**src/rtl/pc_fetch_unit.sv**
```systemverilog
// Fetch-stage program counter: holds PC, computes PC+4 with bit 31 protected,
// selects the next fetch address and buffers a redirect that arrives during a stall.
// Latency: redirects take effect at the next rising edge. A stall holds PC; exception and irq ignore the stall.
module pc_fetch_unit #(
  parameter logic [31:0] RESET_PC = 32'h8000_0000,
  parameter logic [31:0] ILLOP_PC = 32'h8000_0004,
  parameter logic [31:0] XADR_PC  = 32'h8000_0008
) (
  input  logic        clk,
  input  logic        reset,
  input  logic        PC_write,
  input  logic        branch_taken,
  input  logic [31:0] branch_target,
  input  logic        jr,
  input  logic [31:0] jr_target,
  input  logic        jump,
  input  logic [31:0] jump_target,
  input  logic        irq,
  input  logic        exception,
  output logic [31:0] PC_out,
  output logic [31:0] PC_add_4_out,
  output logic        IF_ID_flush,
  output logic        irq_taken
);

  localparam logic [31:0] ALIGN_MASK = 32'hFFFF_FFFC;

  logic [31:0] pc_q, pc_d;
  logic        pending_valid_q, pending_valid_d;
  logic [31:0] pending_target_q, pending_target_d;

  logic [31:0] branch_aligned;
  logic [31:0] jr_aligned;
  logic [31:0] jump_aligned;

  assign PC_out = pc_q;

  // Carry out of bit 30 is dropped so the kernel/user bit never flips.
  assign PC_add_4_out = {pc_q[31], pc_q[30:0] + 31'd4};

  // Interrupts are masked while running in kernel mode or when an exception wins.
  assign irq_taken = irq & ~pc_q[31] & ~exception;

  // Jumps stay in the current mode: bit 31 comes from the current PC.
  assign branch_aligned = branch_target & ALIGN_MASK;
  assign jr_aligned     = jr_target & ALIGN_MASK;
  assign jump_aligned   = (jump_target & 32'h7FFF_FFFC) | {pc_q[31], 31'b0};

  // Next-PC selection, stall buffering and flush generation.
  always_comb begin
    pc_d             = pc_q;
    pending_valid_d  = pending_valid_q;
    pending_target_d = pending_target_q;
    IF_ID_flush      = 1'b0;

    if (exception) begin
      pc_d            = ILLOP_PC & ALIGN_MASK;
      pending_valid_d = 1'b0;
      IF_ID_flush     = 1'b1;
    end else if (irq_taken) begin
      pc_d            = XADR_PC & ALIGN_MASK;
      pending_valid_d = 1'b0;
      IF_ID_flush     = 1'b1;
    end else if (PC_write) begin
      // A fresh branch from EX is younger than any buffered redirect and wins.
      pending_valid_d = 1'b0;
      if (branch_taken) begin
        pc_d        = branch_aligned;
        IF_ID_flush = 1'b1;
      end else if (pending_valid_q) begin
        pc_d        = pending_target_q;
        IF_ID_flush = 1'b1;
      end else if (jr) begin
        pc_d        = jr_aligned;
        IF_ID_flush = 1'b1;
      end else if (jump) begin
        pc_d        = jump_aligned;
        IF_ID_flush = 1'b1;
      end else begin
        pc_d = PC_add_4_out;
      end
    end else begin
      // Stalled: PC holds. The first redirect is captured; once one is held,
      // only a branch (resolved later in EX) may replace it.
      if (!pending_valid_q) begin
        if (branch_taken) begin
          pending_target_d = branch_aligned;
          pending_valid_d  = 1'b1;
        end else if (jr) begin
          pending_target_d = jr_aligned;
          pending_valid_d  = 1'b1;
        end else if (jump) begin
          pending_target_d = jump_aligned;
          pending_valid_d  = 1'b1;
        end
      end else if (branch_taken) begin
        pending_target_d = branch_aligned;
      end
    end
  end

  // State registers; reset discards any buffered redirect.
  always_ff @(posedge clk or posedge reset) begin
    if (reset) begin
      pc_q             <= RESET_PC;
      pending_valid_q  <= 1'b0;
      pending_target_q <= 32'h0;
    end else begin
      pc_q             <= pc_d;
      pending_valid_q  <= pending_valid_d;
      pending_target_q <= pending_target_d;
    end
  end

endmodule

```
**config.mk**
```make
export PLATFORM = sky130hd
export DESIGN_NAME = pc_fetch_unit
export DESIGN_NICKNAME = d
export VERILOG_FILES = /design/src/rtl/pc_fetch_unit.sv
export SDC_FILE = /design/constraint.sdc
export NUM_CORES = 1
export LEC_CHECK = 0
export ABC_CLOCK_PERIOD_IN_PS = 3200
export BUFFER_PORTS_ARGS = -buffer_cell sky130_fd_sc_hd__buf_4
export CAP_MARGIN = 15
export CELL_PAD_IN_SITES_DETAIL_PLACEMENT = 2
export CELL_PAD_IN_SITES_GLOBAL_PLACEMENT = 2
export CORE_ASPECT_RATIO = 0.75
export CORE_MARGIN = 2
export CORE_UTILIZATION = 28
export DETAILED_ROUTE_END_ITERATION = 16
export PLACE_DENSITY = 0.81
export SYNTH_ARGS = -nofsm -noshare
export SYNTH_HDL_FRONTEND = slang
export SYNTH_SLANG_ARGS = --single-unit
```
**constraint.sdc**
```tcl
create_clock -name clk -period 3.2 [get_ports clk]
set_input_delay 0.48 -clock clk [delete_from_list [all_inputs] [get_ports clk]]
set_output_delay 0.48 -clock clk [all_outputs]
set_load 0.1 [all_outputs]
```
==> results of run 1 <==
==> final cells by class <==
cell class              count  area (um^2)
clock buffers              16        251.5
fillers                  1978        10500
inverters                  27        101.3
multi-input cells         506         3470
flip-flops and latches     61         1549
well taps                 242        302.8
repair buffers            189         1430
==> final timing paths <==
kind,cells past startpoint,to
max in group asynchronous,3,PC_out[31]$_DFFE_PP1P_
worst min register to register,2,pending_target_q[18]$_DFFE_PP0P_
min in group clk,2,PC_out[3]$_DFFE_PP0P_
worst min-delay path,2,PC_out[29]$_DFFE_PP0P_
worst max register to register,6,PC_out[26]$_DFFE_PP0P_
worst max-delay path,7,PC_add_4_out[30]
==> Yosys cell counts, drive strengths merged, types with 3 or more instances <==
cell type and instances:
nand2 72, nor2 65, a21oi 60, dfrtp 60, o21ai 52, clkbuf 35, mux2i 35, inv 24
buf 22, a221oi 20, nor3 17, xnor2 13, nand4 12, o211ai 12, xor2 12, nand3 11
or3 9, o31ai 7, or2 7, a211oi 6, a22o 6, nor2b 6, nor4 6, nor3b 5
o22ai 5, o2bb2ai 5, and3 4, nand2b 4, o2111ai 4, o21a 4, a31o 3, and4 3
clkinv 3, o31a 3, o41ai 3, or4 3
==> repair_timing <==
action / 4_1_cts / 5_1_grt
endpoints found under the setup margin: 1 / 7
hold buffers: 0 / 0
buffers inserted: 0 / 2
pin swaps: 1 / 1
endpoints found under the hold margin: 0 / 0
resized for setup: 0 / 7
==> through the flow <==
| stage | setup TNS, ns | instances |
|---|---|---|
| after global placement | 0 | 1023 |
| after detailed placement | 0 | 1023 |
| after floorplan | -0.6447 | 651 |
| after global routing | -0.01946 | 1041 |
| after CTS | 0 | 1039 |
| final | 0 | 1041 |
==> layer usage <==
metal  up-vias  routed length [um]
met5         -                   0
met4         0                 456
met3        33                1769
met2       217               11200
met1      2999               11020
li1       2653                   -
==> critical path: cells and delay by family (launching register included) <==
kind	cells	cell delay, ns
XOR/XNOR	1	0.14
adder cells (fa/ha/maj)	1	0.25
AND/OR/NAND/NOR	3	1.03
flip-flops	1	0.44
buffers and inverters	2	0.41
==> state kept, by name, summed over array words and instances, names as in the netlist <==
signal            flops
pending_valid_q       1
pending_target_q     30
PC_out               30
==> report_power, final <==
part / leakage [nW] / internal [mW] / switching, mW
sequential: 0.760 / 0.885 / 0.118
combinational: 2.30 / 0.380 / 0.967
clock: 0.119 / 0.527 / 0.367
==> cells by family (layout without fill, tap and decap cells) <==
kind of cell    after synthesis  after routing  synth area share
flops                        61             61            0.3049
other cells                   1              4         0.0007483
xor+xnor                     25             25           0.04370
compound gates              212            212            0.2784
mux                          36             36           0.07216
simple gates                228            228            0.2252
buf+inv                      84            232           0.07241
fa+ha+maj                     1              1          0.002496
==> out/metrics.yaml, run 1 <==
status:
  outcome: "completed"
floorplan:
  start_util: 0.2846
  die_w_um: 158.5
  rows: 42
  die_area_um2: 18990
  core_area_um2: 17600
  io_pins: 170
  die_y_um: 119.9
final_layout:
  final_cell_mix: "buf_4 (186), nand2_1 (72), nor2_1 (63), a21oi_1 (60), o21ai_0 (50)"
  mostFrequentLayoutCell: "buf_4"
  utilization: 0.4036
  nets: 899
  syn2layout_area_growth_pct: 41.77
  drive_gt1_frac: 0.3354
  fin_area_um2: 7104
  antenna_cells: 0
place:
  pre_cts_slack_ns: 0.3445
  portBuffers: 158
  post-dp-hpwl_um: 17990
  gp_congestion: 0.8078
  place_area_um2: 6812
logic_synthesis:
  synthTopCellsByArea: "dfrtp_1 (30%), mux2i_1 (7.0%), a21oi_1 (6.0%)"
  avgSynthCellArea_um2: 7.733
  synthCells: 648
  synth-edff-count: 0
  synth-async-reset-ratio: 1.000
  yosysWarnings: 0
  yosysTopAreaCell: "dfrtp_1"
  synthFlopType: "dfrtp_1"
  yosys_register_bits: 61
  synth_cell_types: 71
  seq_area_frac_synth: 0.3049
  synth_area_um2: 5011
  yosysTopAreaCellShare: 0.2996
timing:
  clock_skew_ns: 0.009117
  maxSlewViolCount: 0
  grt_setup_unrepaired: "true"
  fmax_mhz: 322.3
  hold_violations: 0
  finalCritPeriodShare: 0.9696
  setup_viol: 0
  hold_ws_ns: 0.1925
  layout_setup_ws_ns: 0.09728
  fin_crit_ns: 3.103
  relSlewSlack: 0.4108
  worst_pin_slew_ns: 0.8790
run:
  drv_cap: 0
critical_path:
  crit_chain: "ha_2, nand4_4, or4_4, nor4_4, buf_4, xor2_4, buf_6"
  critPathCaptureType: "output port"
  critPathLaunch: "PC_out[2]$_DFFE_PP0P_"
  arrival_ns: 2.62
  crit_fanout: 8
  required_ns: 2.72
  cp_slowest_cell: "or4_4"
  max_stage_delay_ns: 0.63
  startpoint_type: "flop"
  rrSetupSlack_ns: 0.64
  critical_path_class: "flop to output port"
  r2r-start: "PC_out[2]$_DFFE_PP0P_"
route:
  wl_um: 24440
  first_pass_iters: 5
  viasPerCell: 5.670
  post_drt_wl_per_cell_um: 23.48
  antenna_left: 0
  drc: 0
  num_vias: 5902
  drt_iter0_markers: 346
pwr:
  power_density_nw_per_um2: 456.6
  irDropWorstVdd_mv: 0.2423
  total_leakage_power_nw: 3.179
  p_total_mw: 3.244
cts:
  clock-sinks: 61
  cts_tree: "yes"
  root_buffer: "clkbuf_16"
  clk_latency_ns: 0.35
  htree_levels: 3
  clkTransAtPathRegs_ns: 0.06
  clk_path_buf_depth: 2
  numCtsBuffers: 9
global_route:
  grt_pass1_vias: 6516
  grt_use_met2: 0.4152
  grt.met3_usage: 0.05562
  grt_max_degree: 41
  grt_most_used_layer: "met2"
  grt_pass1_wl_um: 37340
  antenna_found_initial: 0
  track_usage: 0.2600
  globalRouteOverflowTotal: 0
  grt_use_met1: 0.3543
hold_path:
  hp-class: "input pin to asynchronous set/reset pin"
(Power assumes the default switching activity.)
==> run 2: changes to the inputs <==
--- a/constraint.sdc
+++ b/constraint.sdc
@@ -3,2 +3,2 @@
 set_output_delay 0.48 -clock clk [all_outputs]
-set_load 0.1 [all_outputs]
+set_load 0.005 [all_outputs]
==> run 2 against run 1 <==
Design area shrank 5.1%. Non-clock buffer count is 13 lower. Highest routed layer unchanged. Final cell count down 1.2%. Global-route usage decreased by 1.1 points. Largest power group is now registers. Fmax is essentially flat. Register-to-register slack hardly changed. Routed wire length shrank 3.8%. Sequential power is essentially flat. Hold slack better by 0.17 ns. Critical endpoint is now PC_add_4_out[25]. Core utilization down 2.0 points.
==> out/metrics.yaml, run 2 (synthesis results as in run 1) <==
place:
  portBuffers: 158  # unchanged
  gp_congestion: 0.8242  # was 0.8078
  post-dp-hpwl_um: 16850  # was 17990 um
  dp_cells: 1011  # was 1023
critical_path:
  endpoint: "PC_add_4_out[25]"  # was PC_add_4_out[30]
  critPathCaptureType: "output port"  # unchanged
  cp_num_buf_inv: 1  # was 2
  startpoint_type: "flop"  # unchanged
  crit_fanout: 13  # was 8
  rrSetupSlack_ns: 0.63  # was 0.64 ns
  timing.rr.end: "PC_out[26]$_DFFE_PP0P_"  # unchanged
  arrival_ns: 2.62  # about the same
  cp_slowest_cell: "or4b_4"  # was or4_4
  r2r-start: "PC_out[2]$_DFFE_PP0P_"  # unchanged
  required_ns: 2.72  # about the same
  critPathLaunch: "PC_out[4]$_DFFE_PP0P_"  # was PC_out[2]$_DFFE_PP0P_
  crit_family: "simple AND/OR/NAND/NOR gates"  # unchanged
  cp.depth: 5  # was 7
  critical_path_class: "flop to output port"  # unchanged
  r2r_cells: 6  # unchanged
  crit_chain: "and4_2, or4b_4, nor3_1, xor2_1, buf_4"  # was ha_2, nand4_4, or4_4, nor4_4, buf_4, xor2_4, buf_6
  max_stage_delay_ns: 0.61  # was 0.63 ns
timing:
  finalCritPeriodShare: 0.9698  # was 0.9696
  fmax_mhz: 322.2  # was 322.3 MHz
  clock_skew_ns: 0.005552  # was 0.009117 ns
  maxSlewViolCount: 0  # unchanged
  fin_crit_ns: 3.103  # about the same
  finalSetupTns_ns: 0  # unchanged
  worst_pin_slew_ns: 0.8313  # was 0.8790 ns
  setup_viol: 0  # unchanged
  relSlewSlack: 0.4452  # was 0.4108
  grt_setup_unrepaired: "false"  # was true
  hold_violations: 0  # unchanged
  hold_ws_ns: 0.3640  # was 0.1925 ns
pwr:
  clkPwrFrac: 0.361  # was 0.276
  total_leakage_power_nw: 3.062  # was 3.179 nW
  intPower_mw: 1.835  # was 1.792 mW
  p_total_mw: 2.765  # was 3.244 mW
  p_comb_frac: 0.278  # was 0.415
  irDropWorstVdd_mv: 0.2303  # was 0.2423 mV
  power_density_nw_per_um2: 409.9  # was 456.6 nW/um^2
  swShare: 0.3363  # was 0.4475
  seqPwrFrac: 0.362  # was 0.309
  switching_power_uw: 929.9  # was 1.452 mW
route:
  drc: 0  # unchanged
  antenna_left: 0  # unchanged
  post_drt_wl_per_cell_um: 22.88  # was 23.48 um
  viasPerCell: 5.602  # was 5.670
  first_pass_iters: 5  # unchanged
  num_vias: 5759  # was 5902
  drt_iter0_markers: 364  # was 346
  wl_um: 23520  # was 24440 um
global_route:
  track_usage: 0.2494  # was 0.2600
  grt_max_degree: 76  # was 41
  grt_pass1_wl_um: 35980  # was 37340 um
  grt_pass1_vias: 6224  # was 6516
  globalRouteOverflowTotal: 0  # unchanged
  antenna_found_initial: 0  # unchanged
floorplan:
  start_util: 0.2846  # unchanged
  core_area_um2: 17600  # unchanged
  io_pins: 170  # unchanged
  rows: 42  # unchanged
  die_y_um: 119.9  # unchanged
  die_area_um2: 18990  # unchanged
  die_w_um: 158.5  # unchanged
run:
  drv_cap: 0  # unchanged
final_layout:
  multiInputGateArea_um2: 3166  # was 3470 um^2
  antenna_cells: 0  # unchanged
  mostFrequentLayoutCell: "buf_4"  # unchanged
  syn2layout_area_growth_pct: 34.61  # was 41.77%
  drive_gt1_frac: 0.2786  # was 0.3354
  fillers: 2013  # was 1978
  final_cells: 1028  # was 1041
  final_cell_mix: "buf_4 (173), nand2_1 (72), nor2_1 (65), a21oi_1 (60), dfrtp_1 (59)"  # was buf_4 (186), nand2_1 (72), nor2_1 (63), a21oi_1 (60), o21ai_0 (50)
  regArea_um2: 1529  # was 1549 um^2
  nets: 886  # was 899
  utilization: 0.3832  # was 0.4036
cts:
  numCtsBuffers: 9  # unchanged
  cts_setup_buffers: 0  # unchanged
  clock-sinks: 61  # unchanged
  htree_levels: 3  # unchanged
  cts_tree: "yes"  # unchanged
  clk_latency_ns: 0.34  # was 0.35 ns
  clk_path_buf_depth: 2  # unchanged
  root_buffer: "clkbuf_16"  # unchanged
  clkTransAtPathRegs_ns: 0.05  # was 0.06 ns
status:
  outcome: "completed"  # unchanged
hold_path:
  hp-class: "input pin to flop"  # was input pin to asynchronous set/reset pin
[run 2: how the worst min path moves through the flow]
| stage | start | slack (ns) | cells after the start | end |
|---|---|---|---|---|
| 6_report | exception | 0.36 | 2 | PC_out[3]$_DFFE_PP0P_ |
| 3_5_place_dp | reset | 0.35 | 2 | pending_target_q[2]$_DFFE_PP0P_ |
| 2_1_floorplan | pending_target_q[18]$_DFFE_PP0P_ | 0.44 | 2 | pending_target_q[18]$_DFFE_PP0P_ |
| 5_1_grt | exception | 0.36 | 2 | PC_out[3]$_DFFE_PP0P_ |
| 4_1_cts | exception | 0.35 | 2 | PC_out[3]$_DFFE_PP0P_ |
| 3_3_place_gp | reset | 0.35 | 2 | pending_target_q[2]$_DFFE_PP0P_ |
[run 2: worst register-to-register path, cell delays in order, from the launching register on]
cell and delay [ns]:
dfrtp_2 0.44, ha_2 0.26, nand4_4 0.18, or4_4 0.63, or3_4 0.38, and3_1 0.18, or3_1 0.37
[run 2: repair_timing]
| item | CTS | global route |
|---|---|---|
| hold endpoints to repair | 1 | 0 |
| setup endpoints to repair | 1 | 1 |
| hold buffers | 1 | 0 |
| resized for setup | 3 | 1 |
| pin swaps | 0 | 0 |
[run 2: routing by layer]
layer  vias to the layer above  GRT usage  routed length, um
met4                         0    0.04730                357
met1                      2877     0.3400              10670
li1                       2635          -                  -
met3                        28    0.06284               1642
met2                       219     0.4024              10850
met5                         -          0                  0
[run 2: per-stage QoR]
step                      setup slack (ns)  cell area, um^2
after floorplan                     0.7224             5022
after global placement              0.4415             6419
after detailed placement            0.2385             6419
after CTS                          0.07232             6736
after global routing              0.009554             6745
final                              0.09657             6745
[run 2: layout make-up]
class	instances	share of cell area
multi-input cells	506	0.4693
flip-flops and latches	61	0.2267
repair buffers	176	0.2000
well taps	242	0.04489
clock buffers	13	0.04155
inverters	27	0.01503
clock inverters	3	0.002597
[run 2: power by group through the flow]
stage	clock network (mW)	registers [mW]	logic [mW]
global placement	0	0.995	0.728
CTS	1.01	0.997	0.771
detailed placement	0	1.01	0.765
global route	1.05	1.02	0.845
floorplan	0	0.970	0.404
finish	0.998	1.00	0.768
